===== config.mk =====
export PLATFORM = sky130hd
export DESIGN_NAME = param_mapper
export DESIGN_NICKNAME = d
export VERILOG_FILES = /design/src/rtl/param_mapper.sv
export SDC_FILE = /design/constraint.sdc
export NUM_CORES = 1
export LEC_CHECK = 0
export CORE_MARGIN = 3
export CORE_UTILIZATION = 30
export DETAILED_ROUTE_END_ITERATION = 7
export DONT_BUFFER_PORTS = 1
export PLACE_DENSITY_LB_ADDON = 0.3
export SETUP_SLACK_MARGIN = 0.4
export SYNTH_ARGS = -nofsm -noshare
export SYNTH_HDL_FRONTEND = slang
export SYNTH_SLANG_ARGS = --single-unit
export TNS_END_PERCENT = 30

===== constraint.sdc =====
create_clock -name i_clk -period 4.94 [get_ports i_clk]
set_clock_uncertainty 0.1 [all_clocks]
set_input_delay 0.494 -clock i_clk [delete_from_list [all_inputs] [get_ports i_clk]]
set_output_delay 0.494 -clock i_clk [all_outputs]
set_load 0.01 [all_outputs]

===== src/rtl/param_mapper.sv =====
`default_nettype none
// ============================================================================
// param_mapper : frame mapper (overhead / client payload / CRC-8 byte).
// Optional CRC insertion enabled by macro PARAM_MAPPER_CRC_EN.  Rev 1.0
// ============================================================================
module param_mapper #(
  parameter int ROWS    = 4,
  parameter int COLS    = 1024,
  parameter int OH_COLS = 4
) (
  input  logic       i_clk,
  input  logic       i_rst,
  input  logic [7:0] i_pyld_data,
  input  logic       i_pyld_data_valid,
  output logic       o_pyld_data_req,
  output logic [7:0] o_frame_data,
  output logic       o_frame_data_valid,
  output logic       o_frame_data_fas,
  output logic       o_frame_sof,
  input  logic       i_line_ready,
  input  logic       i_line_retrans_req,
  input  logic       i_arq_en,
  output logic [7:0] o_crc_val,
  output logic [7:0] o_frame_cnt
);

  localparam int RW = (ROWS > 1) ? $clog2(ROWS) : 1;
  localparam int CW = $clog2(COLS);

  localparam logic [RW-1:0] ROW_LAST    = RW'(ROWS - 1);
  localparam logic [CW-1:0] COL_LAST    = CW'(COLS - 1);
  localparam logic [CW-1:0] COL_PRE_CRC = CW'(COLS - 2);
  localparam logic [CW-1:0] COL_OH_LAST = CW'(OH_COLS - 1);

  typedef enum logic [1:0] {
    IDLE = 2'd0,
    OH   = 2'd1,
    PYLD = 2'd2,
    CRC  = 2'd3
  } state_t;

  state_t        state;
  logic [RW-1:0] row;
  logic [CW-1:0] col;
  logic          arq_q;
  logic [7:0]    oh_byte;
  logic [7:0]    crc_byte;
  logic          advance;
  logic          accept;
  logic          first_pos;

  assign advance         = !o_frame_data_valid || i_line_ready;
  assign o_pyld_data_req = (state == PYLD) && advance && !i_rst;
  assign accept          = o_pyld_data_req && i_pyld_data_valid;
  assign first_pos       = (row == '0) && (col == '0);

  always_comb begin
    oh_byte = 8'h00;
    if (row == '0) begin
      if (col == CW'(0))      oh_byte = 8'hF6;
      else if (col == CW'(1)) oh_byte = 8'h28;
      else if (col == CW'(2)) oh_byte = o_frame_cnt;
      else if (col == CW'(3)) oh_byte = {7'b0, arq_q};
    end
  end

`ifdef PARAM_MAPPER_CRC_EN
  logic [7:0] crc;

  // CRC-8, poly 0x07, MSB first, one whole byte per call
  function automatic logic [7:0] crc8_byte(input logic [7:0] crc_in, input logic [7:0] d);
    logic [7:0] c;
    c = crc_in ^ d;
    for (int i = 0; i < 8; i++) begin
      c = c[7] ? ({c[6:0], 1'b0} ^ 8'h07) : {c[6:0], 1'b0};
    end
    return c;
  endfunction

  always_ff @(posedge i_clk) begin
    if (i_rst) begin
      crc       <= 8'h00;
      o_crc_val <= 8'h00;
    end else if (advance) begin
      if (state == OH && first_pos) crc <= 8'h00;
      else if (accept)              crc <= crc8_byte(crc, i_pyld_data);
      if (state == CRC)             o_crc_val <= crc;
    end
  end

  assign crc_byte = crc;
`else
  assign crc_byte  = 8'h00;
  assign o_crc_val = 8'h00;
`endif

  always_ff @(posedge i_clk) begin
    if (i_rst) begin
      state              <= IDLE;
      row                <= '0;
      col                <= '0;
      arq_q              <= 1'b0;
      o_frame_data       <= 8'h00;
      o_frame_data_valid <= 1'b0;
      o_frame_data_fas   <= 1'b0;
      o_frame_sof        <= 1'b0;
      o_frame_cnt        <= 8'h00;
    end else if (advance) begin
      o_frame_data_valid <= 1'b0;
      o_frame_data_fas   <= 1'b0;
      o_frame_sof        <= 1'b0;
      case (state)
        IDLE: begin
          if (i_pyld_data_valid && !i_line_retrans_req) begin
            state <= OH;
            row   <= '0;
            col   <= '0;
          end
        end
        OH: begin
          o_frame_data       <= oh_byte;
          o_frame_data_valid <= 1'b1;
          o_frame_data_fas   <= (row == '0) && (col < CW'(2));
          if (first_pos) begin
            o_frame_sof <= 1'b1;
            arq_q       <= i_arq_en;
          end
          if (col == COL_OH_LAST) state <= PYLD;
          col <= col + 1'b1;
        end
        PYLD: begin
          // position only moves when a client byte is actually taken
          if (i_pyld_data_valid) begin
            o_frame_data       <= i_pyld_data;
            o_frame_data_valid <= 1'b1;
            if (row == ROW_LAST && col == COL_PRE_CRC) begin
              state <= CRC;
              col   <= col + 1'b1;
            end else if (col == COL_LAST) begin
              state <= OH;
              col   <= '0;
              row   <= row + 1'b1;
            end else begin
              col <= col + 1'b1;
            end
          end
        end
        CRC: begin
          o_frame_data       <= crc_byte;
          o_frame_data_valid <= 1'b1;
          o_frame_cnt        <= o_frame_cnt + 8'd1;
          row                <= '0;
          col                <= '0;
          state              <= IDLE;
        end
        default: state <= IDLE;
      endcase
    end
  end

endmodule
`default_nettype wire


# Word level (Yosys, flattened, before mapping)
# Index checks and enable logic that the tools add are counted.
[totals]
reg_bits = 34
in_bits = 14
output_inout_bits = 28
elab_cells = 78
[op_classes]
addsub = 3
order_cmp = 1
n_eq_ne = 15
muxes = 28
reduce_logical = 22
[op_table]
columns = ["op", "count"]
rows = [
  ["two-way mux 10 bit", 4],
  ["two-way mux 8 bit", 5],
  ["one-hot mux 10 bit (4 select lines)", 1],
  ["one-hot mux 8 bit (3 select lines)", 1],
  ["equality test 10 bit (second input constant)", 2],
  ["equality test 10 x 2 -> 1 bit (second input constant)", 2],
  ["two-way mux 2 bit", 9],
  ["adder 10 x 1 -> 10 bit (second input constant)", 1],
  ["equality test 10 x 1 -> 1 bit (second input constant)", 1],
  ["zero test 10 bit", 1],
  ["less-than comparator 10 x 2 -> 1 bit (second input constant)", 1],
  ["AND reduction 3 bit", 3],
  ["adder 8 x 1 -> 8 bit (second input constant)", 1],
  ["inequality test 2 bit (second input constant)", 4],
  ["one-hot mux 2 bit (4 select lines)", 1],
  ["equality test 2 bit (second input constant)", 3],
  ["logical AND 1 bit", 6],
  ["one-hot mux 2 bit (3 select lines)", 1],
  ["AND reduction 6 bit", 1],
  ["nonzero test 3 bit", 2],
  ["two-way mux 1 bit", 5],
  ["AND reduction 5 bit", 1],
  ["zero test 2 bit", 2],
  ["zero test 1 bit", 3],
  ["8 further kinds", 8],
]

# Longest topological paths before layout
[logic_depth]
word_depth = 7
mapped_depth = 7
depth_no_buf = 6

# Least setup slack after synthesis
# Ideal clock, no wire load.
[synth_path]
kind = "reg2reg"
start = "register col[0]"
end = "register row[1]"
setup_ps = 117
t_arrival_ps = 1784
required_time_ps = 4723
path_slack_ps = 2939
path_stages_with_launch = 7
period_less_slack_ps = 2001
cell_sequence = "dfxtp_1 inv_1 ha_1 and2_1 o41a_1 a211o_1 a32o_1"
[synth_between]
elab_chain_cells = 4
elab_cells_between_ends = 6
classes_between = "4 x eq/ne; 2 x reduce/logical"
[synth_lines]
columns = ["item", "line_no", "text"]
rows = [
  ["start: declaration", "44", "logic [CW-1:0] col;"],
  ["start signal: assignment", "129", "col <= col + 1'b1;"],
  ["start signal: assignment", "138", "col <= col + 1'b1;"],
  ["start signal: assignment", "144", "col <= col + 1'b1;"],
  ["equality test 10 bit", "136", "if (row == ROW_LAST && col == COL_PRE_CRC) begin"],
  ["logical AND 1 bit", "136", ""],
  ["inequality test 2 bit (no source line)", "--", ""],
  ["AND reduction 6 bit (no source line) (*)", "--", ""],
  ["end signal: assignment", "142", "row <= row + 1'b1;"],
  ["end: declaration", "43", "logic [RW-1:0] row;"],
]
# Every way passes the cells marked *; elsewhere a longest branch is shown, timed or not.
# A chain may end at the register's enable or synchronous reset.

# Worst setup path after layout
[layout_path]
start = "register state[0]"
end = "register col[1]"
[layout_between]
elab_chain_cells = 3
elab_cells_between_ends = 8
classes_between = "5 x eq/ne; 1 x mux; 2 x reduce/logical"
[layout_lines]
columns = ["item", "line_no", "text"]
rows = [
  ["start: declaration", "42", "state_t state;"],
  ["start signal: assignment", "99", "state <= IDLE;"],
  ["start signal: assignment", "115", "state <= OH;"],
  ["start signal: assignment", "128", "if (col == COL_OH_LAST) state <= PYLD;"],
  ["equality test 2 bit or zero test 2 bit (tied branches)", "112", "case (state)"],
  ["inequality test 2 bit (no source line)", "--", ""],
  ["AND reduction 3 bit (no source line)", "--", ""],
]
# Several ways; a longest one is shown, not always the timed one.

==> impl_results.md <==
- Outcome: complete, no violations
- Die height: 87.1 µm
- Busiest grt layer: met2
- Post-cts sizing count: 0
- Total clock buffers created by CTS: 5
- First-pass GRT wire length: 7700 µm
- Fillers: 637
- Synth Instances: 229
- Met2 Use GR: 0.219
- Slowest stage delay, CP: 0.58 ns
- Worst EP arrival: 2.79 ns
- Critical path's top delay family: compound AO/OA/AOI/OAI gates
- Clk pwr share: 0.224
- Rows: 28
- Synthesized area: 1970 µm²
- Yosys warns: 0
- DR iter-0 viols: 57
- FF+latch count, synth: 34
- Post-detail-place hpwl: 3550 µm
- Crit-path cells: inv_1 -> ha_1 -> nand2b_1 -> o2111ai_1 -> buf_4 -> o21ai_1 -> nor3_1
- Largest family of logic cells by synthesized area: simple AND/OR/NAND/NOR gates
- Vias in the first global route: 1561
- XOR/XNOR Fraction of Synth Area: 0.0267
- CTS tree: built
- Residual DRC count: 0
- Final Wtd Congestion: 0.809
- Initial Util: 0.321
- Top_reg_cell synth: dfxtp_1
- Placed Instance Area: 2000 µm²
- Total GRT Usage: 0.129
- Met1 GRT Util: 0.152
- Final Hold Vio Count: 0
- Fmax: 0.364 GHz
- Switch share: 0.397
- # IOs: 42
- Multiplexer share of the synthesized area: 0.0102
- Fin. max-slew vios: 0
- I/O Buffers: 0
- WL final: 4770 µm
- Pre-Repair DR Iteration Count: 4
- Worst Path Buf+Inv: 2
- Ys async rst share: 0
- Sequential area share after synthesis: 0.345
- Hold_ws: 0.165 ns
- Post-CTS setup buffers: 0
- DR WL/cell: 15.7 µm
- Most common cell after layout, fill and taps aside: dfxtp_1
- Period minus WS final: 2.75 ns
- Final ANT Viol Nets: 0
- Total negative slack: 0 ns
- CP startpoint kind: register
- Design Area, Final: 2090 µm²
- Via-to-Cell Ratio: 5.43
- Crit end category: register
- Worst min path class: primary input to register
- P_leak: 0.736 nW
- Pwr/cell area: 452 nW/µm²
- Worst vdd ir: 0.201 mV
- Netlist cell types: 50
- Critical path data required time: 4.98 ns
- Compound-Gate Fraction of Synth Area: 0.219
- H-tree Lvls: 2
- Placed Cells: 295
- Final critical-path setup slack: 2.19 ns
- CTS clock-pin slew for the worst setup and hold paths: 0.07 ns
- Core ar.: 6130 µm²
- Die Footprint: 7580 µm²
- Layout area overhead: 6.22%
- Longest Clk Path Bufs: 2
- Adder-Cell Fraction of Synth Area: 0.0762
- M3 GR Usage: 0.0492
- Proportion of power drawn by combinational gates: 0.389
- Final period util: 0.557
- Post-CTS Hold Fix Bufs: 0
- Pint: 571 µW
- Antenna violations before repair: 0
- Most frequent cells in the layout: 34 x dfxtp_1, 17 x nor2_1, 16 x nand2_1, 16 x a211oi_1, 15 x a21oi_1
- Post-synth EDFFs: 0
- Slew at the pin closest to its max-slew limit: 0.789 ns
- Grt ovf: 0
- Largest net degree at the start of global routing: 24
- Layout Cells excl Fill: 303
- Via Count: 1644
- Syn Area/Cell: 8.61 µm²
- Share of cells above drive strength 1: 0.0789
- Rel. slew slack: 0.473
- Ant. Diodes: 0
- Crit Path Category: register to register
- Die X: 87.1 µm
- Synth Area in Simple Gates: 0.247
- Crit path max fanout: 16
- Critical-path top delay cell: o21ai_1
- Sequential power share: 0.386
- NumNets Final: 253
- Clock root buffer: clkbuf_8
- DP Worst Slack: 2.23 ns
- Unrepaired setup endpoints after global routing: no
- Worst-skew pair later-pin latency: 0.29 ns
- Max-cap viol count: 0
- Clk sink count: 34
- Psw: 376 µW
- Setup violations, final: 0
## power by group through the flow
stage          logic [mW]  registers, mW  clock network (mW)
6_report            0.368          0.366               0.213
5_1_grt             0.418          0.372               0.231
4_1_cts             0.370          0.368               0.219
3_5_place_dp        0.366          0.374                   0
3_3_place_gp        0.370          0.371                   0
2_1_floorplan       0.299          0.362                   0
## logic make-up after synthesis
| group | Yosys count |
|---|---|
| AO/OA/AOI/OAI | 61 |
| multiplexers | 2 |
| other | 1 |
| AND/OR/NAND/NOR | 84 |
| buffers and inverters | 29 |
| adder cells (fa/ha/maj) | 12 |
| XOR/XNOR | 6 |
| flip-flops | 34 |
## routing by layer
layer / up-vias / wire length, µm
li1: 830 / -
met1: 764 / 2150
met2: 43 / 2220
met3: 7 / 345
met4: 0 / 48
met5: - / 0
## cell usage after synthesis, types with 5 or more instances
cell type / instances / area share
or4_1: 7 / 0.027
inv_1: 11 / 0.021
ha_1: 12 / 0.076
a211oi_1: 16 / 0.061
o21ai_0: 8 / 0.020
buf_4: 9 / 0.034
clkbuf_1: 7 / 0.013
nor2_1: 17 / 0.032
nand3_1: 8 / 0.020
dfxtp_1: 34 / 0.35
or3_1: 5 / 0.016
a21oi_1: 15 / 0.038
nand4_1: 7 / 0.022
nand2_1: 16 / 0.030
## worst paths after layout
kind / start / to / slack, ns / depth (start not counted)
worst max-delay path: state[0] / col[1] / 2.19 / 7
worst max register to register: state[0] / col[1] / 2.19 / 7
worst min register to register: arq_q / arq_q / 0.36 / 2
worst min-delay path: i_rst / col[8] / 0.16 / 1
## area by class of cell
class                      instances  area [µm²]  share of cell area
inverter                          11        41.3              0.0197
multi-input combinational        173        1170               0.559
tap                               75        93.8              0.0448
clock buffer                       7        86.3              0.0412
timing repair buffer               2        15.0             0.00717
sequential                        34         681               0.325
clock inverter                     1        5.00             0.00239
## flip-flops by register name, indices dropped and copies added (netlist names)
signal / cells
col: 10
o_frame_cnt: 8
o_frame_data: 8
row: 2
state: 2
arq_q: 1
o_frame_data_fas: 1
o_frame_data_valid: 1
o_frame_sof: 1
## through the flow
stage | power (mW) | utilization
after detailed placement | 0.740 | 0.327
after CTS | 0.957 | 0.341
after floorplan | 0.661 | -
after global placement | 0.741 | 0.327
after global routing | 1.02 | 0.341
final | 0.947 | 0.341
## worst reg2reg max path: cells and delay by family (launching register included)
kind                     cells  cell delay, ns
flip-flops                   1            0.39
adder cells (fa/ha/maj)      1            0.40
AO/OA/AOI/OAI                2            0.98
AND/OR/NAND/NOR              2            0.29
buffers and inverters        2            0.46
No activity file was read; power rests on OpenSTA's default activity.
